<file path="config.mk">
export PLATFORM = sky130hd
export DESIGN_NAME = weight_load_writer
export DESIGN_NICKNAME = d
export VERILOG_FILES = /design/src/rtl/weight_load_writer.sv
export SDC_FILE = /design/constraint.sdc
export NUM_CORES = 1
export LEC_CHECK = 0
export CAP_MARGIN = 20
export CORE_AREA = 4 4 281 283
export DETAILED_ROUTE_END_ITERATION = 8
export DIE_AREA = 0 0 285 287
export GPL_TIMING_DRIVEN = 0
export SETUP_SLACK_MARGIN = 0.1
export SYNTH_ARGS = -nofsm -noshare
export SYNTH_HDL_FRONTEND = slang
export SYNTH_SLANG_ARGS = --single-unit
export TNS_END_PERCENT = 30
</file>
<file path="constraint.sdc">
create_clock -name clk -period 2.9 [get_ports clk]
set_clock_uncertainty 0.05 [all_clocks]
set_input_delay 0.58 -clock clk [delete_from_list [all_inputs] [get_ports clk]]
set_output_delay 0.58 -clock clk [all_outputs]
set_load 0.01 [all_outputs]
</file>
<file path="src/rtl/weight_load_writer.sv">
// Load-side feeder for the memory pool's weight and bias groups: converts a
// bank-wide DMA stream into registered bias writes followed by weight writes.
module weight_load_writer #(
  parameter int CHL_PARA        = 8,
  parameter int BANK_UNIT_WIDTH = 8,
  parameter int WEIT_ADDR_WIDTH = 12,
  parameter int BIAS_ADDR_WIDTH = 8
) (
  input  logic                                         clk,
  input  logic                                         rst_p,
  input  logic                                         cmd_valid_i,
  output logic                                         cmd_ready_o,
  input  logic [WEIT_ADDR_WIDTH-1:0]                   cmd_weit_base_i,
  input  logic [WEIT_ADDR_WIDTH:0]                     cmd_weit_rows_i,
  input  logic [BIAS_ADDR_WIDTH-1:0]                   cmd_bias_base_i,
  input  logic [BIAS_ADDR_WIDTH:0]                     cmd_bias_rows_i,
  input  logic                                         data_valid_i,
  input  logic [BANK_UNIT_WIDTH*CHL_PARA-1:0]          data_i,
  output logic                                         data_ready_o,
  output logic                                         weight_write_en_o,
  output logic [CHL_PARA-1:0]                          weight_write_bank_o,
  output logic [WEIT_ADDR_WIDTH-1:0]                   weight_write_addr_o,
  output logic [CHL_PARA*CHL_PARA*BANK_UNIT_WIDTH-1:0] weight_write_data_o,
  output logic                                         bias_write_en_o,
  output logic                                         bias_write_bank_o,
  output logic [BIAS_ADDR_WIDTH-1:0]                   bias_write_addr_o,
  output logic [CHL_PARA*BANK_UNIT_WIDTH-1:0]          bias_write_data_o,
  output logic                                         busy_o,
  output logic                                         done_o
);

  localparam int BANK_IDX_W = (CHL_PARA > 1) ? $clog2(CHL_PARA) : 1;
  localparam logic [BANK_IDX_W-1:0]    LAST_BANK = BANK_IDX_W'(CHL_PARA - 1);
  localparam logic [WEIT_ADDR_WIDTH:0] WEIT_ONE  = (WEIT_ADDR_WIDTH + 1)'(1);
  localparam logic [BIAS_ADDR_WIDTH:0] BIAS_ONE  = (BIAS_ADDR_WIDTH + 1)'(1);

  typedef enum logic [1:0] {IDLE, BIAS, WEIT, DONE} state_t;

  state_t                     state;
  logic [WEIT_ADDR_WIDTH-1:0] weit_addr;
  logic [WEIT_ADDR_WIDTH:0]   weit_left;
  logic [BIAS_ADDR_WIDTH-1:0] bias_addr;
  logic [BIAS_ADDR_WIDTH:0]   bias_left;
  logic [BANK_IDX_W-1:0]      bank_idx;
  logic [CHL_PARA-1:0]        bank_onehot;

  assign bank_onehot = CHL_PARA'(1) << bank_idx;

  // Handshake flags are set on the transition into each state so every output is a flop.
  always_ff @(posedge clk) begin
    if (rst_p) begin
      state               <= IDLE;
      cmd_ready_o         <= 1'b1;
      data_ready_o        <= 1'b0;
      busy_o              <= 1'b0;
      done_o              <= 1'b0;
      weit_addr           <= '0;
      weit_left           <= '0;
      bias_addr           <= '0;
      bias_left           <= '0;
      bank_idx            <= '0;
      weight_write_en_o   <= 1'b0;
      weight_write_bank_o <= '0;
      weight_write_addr_o <= '0;
      weight_write_data_o <= '0;
      bias_write_en_o     <= 1'b0;
      bias_write_bank_o   <= 1'b0;
      bias_write_addr_o   <= '0;
      bias_write_data_o   <= '0;
    end else begin
      weight_write_en_o   <= 1'b0;
      weight_write_bank_o <= '0;
      bias_write_en_o     <= 1'b0;
      bias_write_bank_o   <= 1'b0;
      case (state)
        IDLE: begin
          if (cmd_valid_i) begin
            weit_addr   <= cmd_weit_base_i;
            weit_left   <= cmd_weit_rows_i;
            bias_addr   <= cmd_bias_base_i;
            bias_left   <= cmd_bias_rows_i;
            bank_idx    <= '0;
            cmd_ready_o <= 1'b0;
            busy_o      <= 1'b1;
            if (cmd_bias_rows_i != '0) begin
              state        <= BIAS;
              data_ready_o <= 1'b1;
            end else if (cmd_weit_rows_i != '0) begin
              state        <= WEIT;
              data_ready_o <= 1'b1;
            end else begin
              state  <= DONE;
              done_o <= 1'b1;
            end
          end
        end
        BIAS: begin
          if (data_valid_i) begin
            bias_write_en_o   <= 1'b1;
            bias_write_bank_o <= 1'b1;
            bias_write_addr_o <= bias_addr;
            bias_write_data_o <= data_i;
            bias_addr         <= bias_addr + BIAS_ADDR_WIDTH'(1);
            bias_left         <= bias_left - BIAS_ONE;
            if (bias_left == BIAS_ONE) begin
              if (weit_left != '0) begin
                state <= WEIT;
              end else begin
                state        <= DONE;
                data_ready_o <= 1'b0;
                done_o       <= 1'b1;
              end
            end
          end
        end
        WEIT: begin
          if (data_valid_i) begin
            weight_write_en_o   <= 1'b1;
            weight_write_bank_o <= bank_onehot;
            weight_write_addr_o <= weit_addr;
            weight_write_data_o <= {CHL_PARA{data_i}};
            // A weight row spans one beat per bank; the address only advances after the last bank.
            if (bank_idx == LAST_BANK) begin
              bank_idx  <= '0;
              weit_addr <= weit_addr + WEIT_ADDR_WIDTH'(1);
              weit_left <= weit_left - WEIT_ONE;
              if (weit_left == WEIT_ONE) begin
                state        <= DONE;
                data_ready_o <= 1'b0;
                done_o       <= 1'b1;
              end
            end else begin
              bank_idx <= bank_idx + BANK_IDX_W'(1);
            end
          end
        end
        DONE: begin
          state       <= IDLE;
          done_o      <= 1'b0;
          busy_o      <= 1'b0;
          cmd_ready_o <= 1'b1;
        end
        default: begin
          state        <= IDLE;
          cmd_ready_o  <= 1'b1;
          data_ready_o <= 1'b0;
          busy_o       <= 1'b0;
          done_o       <= 1'b0;
        end
      endcase
    end
  end

endmodule

</file>
==> metrics, run 1 <==
outcome completed; RD Place Congestion 0.817; cell area after synthesis 0.0119 mm²; Synth Register Bits 209; routed vias 12,400; final slew viol count 0; die area 0.0818 mm²; Final Net Count 2,426; worst slew pin tran 953 ps; CP startpoint state[1]; CTS Hold Bufs 0; synthesized instance count 1,548; Net Count, Synth 1,674; Via density 3.68; area grow syn2layout 80.6%; max_cap viols 0; sequential element share of the synthesized area 0.351; DRC violation count after routing 0; Die X 285 µm; total gr overflow 0; Mapped Avg Cell Area 7.69 µm²; gr usage total 0.136; later-pin clock latency in the skew report 570 ps; CP startpoint kind register; Distinct cells, synth 62; worst reg2reg startpoint state[1]; Slew headroom 0.363; count of final setup violators 0; crit end category register; first-pass GRT wire length 82,900 µm; IO Count 721; cts bufs inserted 28; yosys synthesis warning count 0; RSZ-0062 raised after global routing yes; Routed WL per cell 17.9 µm; fraction of layout cells with a size suffix above 1 0.232; H-tree depth 1; hold_sp bias_write_addr_o[0]; post-route minimum period 2730 ps; largest net degree at the start of global routing 14; placed wire-length estimate 49,100 µm; total core area 0.0767 mm²; Worst-path clk slew 60 ps; CTS sink count 209; top cells by area, synth dfxtp_1 35%, buf_4 28%, nand2_1 11%, a21oi_1 7.6%, clkbuf_1 1.9%; initial antenna violation count 7; Util after Layout 0.280; WS Path Type reg2reg; CTS Root Buffer Type clkbuf_16; worst vdd ir 451 µV; fin area 0.0215 mm²; total power 14,000 µW; worst-path maximum fanout 10; die height 287 µm; TritonCTS clock tree yes; P per Cell Area 653 mW/mm²; Cell Area, Placed 0.0204 mm²; Iter 0 DRT Violations 554; Synth top area share 0.351; Fin. Hold Viols 0; Post-synth ARST share 0; vias in the first global route 11,600; Leak Pwr 0.00845 µW; Tcrit/Tclk final 0.941; number of synthesized flops with an enable pin 0; maximum clock insertion buffer count 3; Final ANT Viol Nets 0; initial core utilization 0.155; Min-Delay Path Class reg2reg; WL final 60,100 µm; cell taking the most area after synthesis dfxtp_1; Setup TNS 0 ps; PortBufs 719; Synth Flop Type dfxtp_1; Fmax 366 MHz; Worst EP arrival 3160 ps; TritonRoute pass-1 iters 4; hold slack 403 ps; row count 102; critical path required time 3330 ps
==> sequential cells by signal, indices dropped and copies added, names as in the netlist <==
register	flops
bias_write_bank_o	1
cmd_ready_o	1
state	2
done_o	1
bias_write_data_o	64
bias_addr	8
busy_o	1
weight_write_en_o	1
weight_write_bank_o	8
weit_left	13
bias_left	9
bank_idx	3
weight_write_addr_o	12
bias_write_addr_o	8
weit_addr	12
data_ready_o	1
weight_write_data_o	64
==> cell families (layout without fill, tap and decap cells) <==
group                      Yosys count  after routing  share of synthesized area
muxes                                9              9                    0.00799
adders and majority gates           16             16                     0.0168
other                                0              2                          0
AOI/OAI and AO/OA                  279            279                      0.135
and+or+nand+nor                    489            489                      0.174
buffers and inverters              545           1317                      0.314
xor gates and xnor gates             1              1                   0.000736
DFF                                209            209                      0.351
==> layer usage <==
metal / vias up / GRT usage / wire (µm)
met5: - / 0 / 20
met4: 4 / 0.0261 / 1080
met3: 57 / 0.0404 / 5010
met2: 500 / 0.235 / 28800
met1: 5696 / 0.168 / 25200
li1: 6116 / - / -
==> final timing paths <==
check / endpoint / slack (ps) / cells after the start
min reg2reg: bias_write_addr_o[0] / 400 / 2
max: bias_write_data_o[24] / 170 / 9
max reg2reg: bias_write_data_o[24] / 170 / 9
min: bias_write_addr_o[0] / 400 / 2
==> critical path, cell delays in order (launching register included) <==
cell	delay [ps]
dfxtp_1	330
inv_1	120
ha_1	150
buf_2	240
and2_1	190
clkbuf_1	540
buf_8	240
clkbuf_1	500
nand2_1	140
a21oi_1	150
==> cell usage in the layout, fill, tap and decap left out, types with 3 or more instances in the layout <==
cell             Yosys  layout
a211oi_1             8       8
a21o_1               5       5
a21oi_1            181     180
a22oi_1              7       7
a2bb2oi_1            4       4
a31oi_1              5       5
a41oi_1              3       3
and2_1              10      10
buf_1               16      14
buf_2                1       3
buf_4              449     450
buf_8                0       4
bufinv_16            0       5
clkbuf_1            59      47
clkbuf_16            0      29
clkbuf_2             0      13
clkbuf_8             0       3
clkdlybuf4s50_1      0     718
clkinv_2             0       6
dfxtp_1            209     204
dfxtp_2              0       5
ha_1                16      15
inv_1               20      20
inv_6                0       3
mux2_2               3       3
mux2i_1              5       5
nand2_1            357     356
nand2b_1             4       4
nand3_1             13      13
nor2_1              43      43
nor2b_1             12      12
nor3_1              16      16
nor3b_1              5       5
nor4_1               7       7
o21a_1               3       3
o21ai_0             29      29
o22ai_1             11      11
o41ai_1              3       3
or3_1                6       6
==> through the flow <==
| step | worst slack (ps) | instances |
|---|---|---|
| after floorplan | 729 | 1548 |
| after global placement | -1060 | 3307 |
| after detailed placement | -1110 | 3310 |
| after CTS | 102 | 3360 |
| after global routing | -17.1 | 3361 |
| final | 170 | 3362 |
==> final cells by class <==
type	count	area (µm²)
well taps	1040	1300
plain buffers	524	3670
inverters	20	75.1
repair buffers	723	7250
flip-flops and latches	209	4190
fillers	8262	55200
clock inverters	16	223
clock buffers	34	774
multi-input cells	794	4000
diodes	2	5.00
==> Yosys cell counts, types with 12 or more instances <==
library cell,number
a21oi_1,181
buf_1,16
buf_4,449
clkbuf_1,59
dfxtp_1,209
ha_1,16
inv_1,20
nand2_1,357
nand3_1,13
nor2_1,43
nor2b_1,12
nor3_1,16
o21ai_0,29
==> power by group <==
part,switching [µW],internal (µW)
Sequential,613,3320
Clock,1430,2340
Combinational,3200,3140
==> what timing repair did <==
action / 4_1_cts / 5_1_grt
cloned: 0 / 0
buffers inserted: 0 / 0
setup endpoints to repair: 163 / 78
gates resized for setup: 15 / 18
hold endpoints to repair: 0 / 0
Note: power is estimated with default switching activity, not from simulation.
==> run 2, diff against run 1 <==
- CORE_AREA: 4 4 281 283 -> 2 2 279 281
- DIE_AREA: 0 0 285 287 -> 0 0 281 283
- TNS_END_PERCENT: 30 -> 5
==> run 2 against run 1 <==
Power shrank 0.56%. Clock power fell by 2%. Sequential share of layout area hardly changed. Final cell count about the same. Final area is essentially flat. Register-to-register slack better by 80 ps. Sequential cell count unchanged. Via count shrank 0.18%. Critical endpoint is now weight_write_data_o[459]. Highest routed layer unchanged. Combinational power shrank 0.8%. Largest cell class unchanged. Core utilization about the same. Worst hold slack hardly changed. First-iteration DRC count rose by 19%.
==> metrics, run 2 (synthesis results as in run 1) <==
cts bufs inserted 27; maximum clock insertion buffer count 3; worst vdd ir 416 µV; fin area 0.0215 mm²; Min-Delay Path Class reg2reg; peak per-stage delay on the critical path 700 ps; total gr overflow 0; top flop regs bias_write_data_o x64, weight_write_data_o x64, weit_left x13; Iter 0 DRT Violations 661; Slew headroom 0.327; TritonRoute pass-1 iters 5; worst path cell trace buf_4 -> clkdlybuf4s50_1; worst-path maximum fanout 9; Tcrit/Tclk final 0.919; Setup TNS 0 ps; CP top delay family buffers and inverters; Final Net Count 2,423; FF-to-FF setup slack 250 ps; Cell Area, Placed 0.0204 mm²; Register-to-Register Path Depth 7; WL final 59,100 µm; initial core utilization 0.155; Via density 3.67; Leak Pwr 0.00845 µW; fraction of layout cells with a size suffix above 1 0.233; slowest CP cell dfxtp_1; CTS sink count 209; H-tree depth 1; die height 283 µm; crit path buf inv count 2; largest net degree at the start of global routing 14; first-pass GRT wire length 80,900 µm; placed wire-length estimate 47,900 µm; Crit. path cell count 2; count of final setup violators 0; Die X 281 µm; CP startpoint kind register; fillers 8,272; post-route minimum period 2670 ps; later-pin clock latency in the skew report 570 ps; WS Path Type reg2out; P per Cell Area 650 mW/mm²; critical path required time 2270 ps; initial antenna violation count 7; routed vias 12,400; max_cap viols 0; RSZ-0062 raised after global routing yes; Worst-path clk slew 60 ps; most frequent cells in the layout 717 x clkdlybuf4s50_1, 451 x buf_4, 357 x nand2_1, 201 x dfxtp_1, 180 x a21oi_1; crit end category primary output; PortBufs 719; outcome completed; Fmax 375 MHz; CTS Root Buffer Type clkbuf_16; vias in the first global route 11,000; Final ANT Viol Nets 0; gr usage total 0.139; RD Place Congestion 0.818; Fin. Hold Viols 0; IO Count 721; Routed WL per cell 17.6 µm; final slew viol count 0; total core area 0.0767 mm²; area grow syn2layout 80.4%; most common cell after layout, fill and taps aside clkdlybuf4s50_1; die area 0.0795 mm²; Worst EP arrival 2040 ps; DRC violation count after routing 0; hold path cells 2; worst slew pin tran 1010 ps; row count 102; TritonCTS clock tree yes
==> run 2: cell count changes in the layout (fill, tap and decap cells not counted), sizes merged <==
cell / previous run / this run
buf: 471 / 466
clkbuf: 92 / 93
clkdlybuf4s15: 0 / 2
clkdlybuf4s50: 718 / 717
clkinv: 7 / 8
clkinvlp: 1 / 0
diode: 2 / 7
==> run 2: repair_timing <==
item,in CTS,in global routing
setup endpoints to repair,140,69
hold buffers,0,0
gates resized for setup,18,24
buffers inserted,0,0
==> run 2: final cells by class <==
type | count | area, µm² | share of cell area
repair buffers | 721 | 7230 | 0.337
flip-flops and latches | 209 | 4190 | 0.195
multi-input cells | 794 | 4000 | 0.186
plain buffers | 524 | 3690 | 0.172
well taps | 1040 | 1300 | 0.0606
clock buffers | 33 | 738 | 0.0344
clock inverters | 16 | 229 | 0.0107
inverters | 20 | 75.1 | 0.00349
diodes | 7 | 17.5 | 0.000815
==> run 2: final timing paths <==
check / to / start
setup / recovery: weight_write_data_o[459] / weight_write_data_o[459]
hold / removal: bias_write_addr_o[7] / bias_write_addr_o[7]
setup reg to reg: data_ready_o / bank_idx[1]
hold reg to reg: bias_write_addr_o[7] / bias_write_addr_o[7]
==> run 2: worst register-to-register path: stages (launching register included) <==
cell	delay, ps
dfxtp_1	400
ha_1	270
ha_1	270
nor4bb_2	320
a41oi_1	220
nand4b_4	310
a2111oi_4	360
mux2_1	340
==> run 2: where the power goes <==
| group | switching, µW | internal (µW) |
|---|---|---|
| logic | 3160 | 3130 |
| clock network | 1450 | 2260 |
| registers | 639 | 3320 |
==> run 2: metrics by stage <==
step | utilization | setup WS [ps] | total power, µW | std cells | hold slack (ps)
3_3_place_gp | 0.266 | -1130 | 10300 | 3307 | 391
2_1_floorplan | - | 729 | 7290 | 1548 | 387
3_5_place_dp | 0.267 | -852 | 10300 | 3309 | 396
6_report | 0.280 | 235 | 14000 | 3364 | 403
5_1_grt | 0.280 | 60.6 | 14800 | 3359 | 417
4_1_cts | 0.279 | 109 | 14100 | 3358 | 404
==> run 2: layer usage <==
layer  vias to the layer above  wire length, µm  global-route usage
li1                       6119                -                   -
met1                      5696            24500               0.167
met2                       470            28300               0.241
met3                        58             4940              0.0431
met4                         8             1050              0.0286
met5                         -              267              0.0201
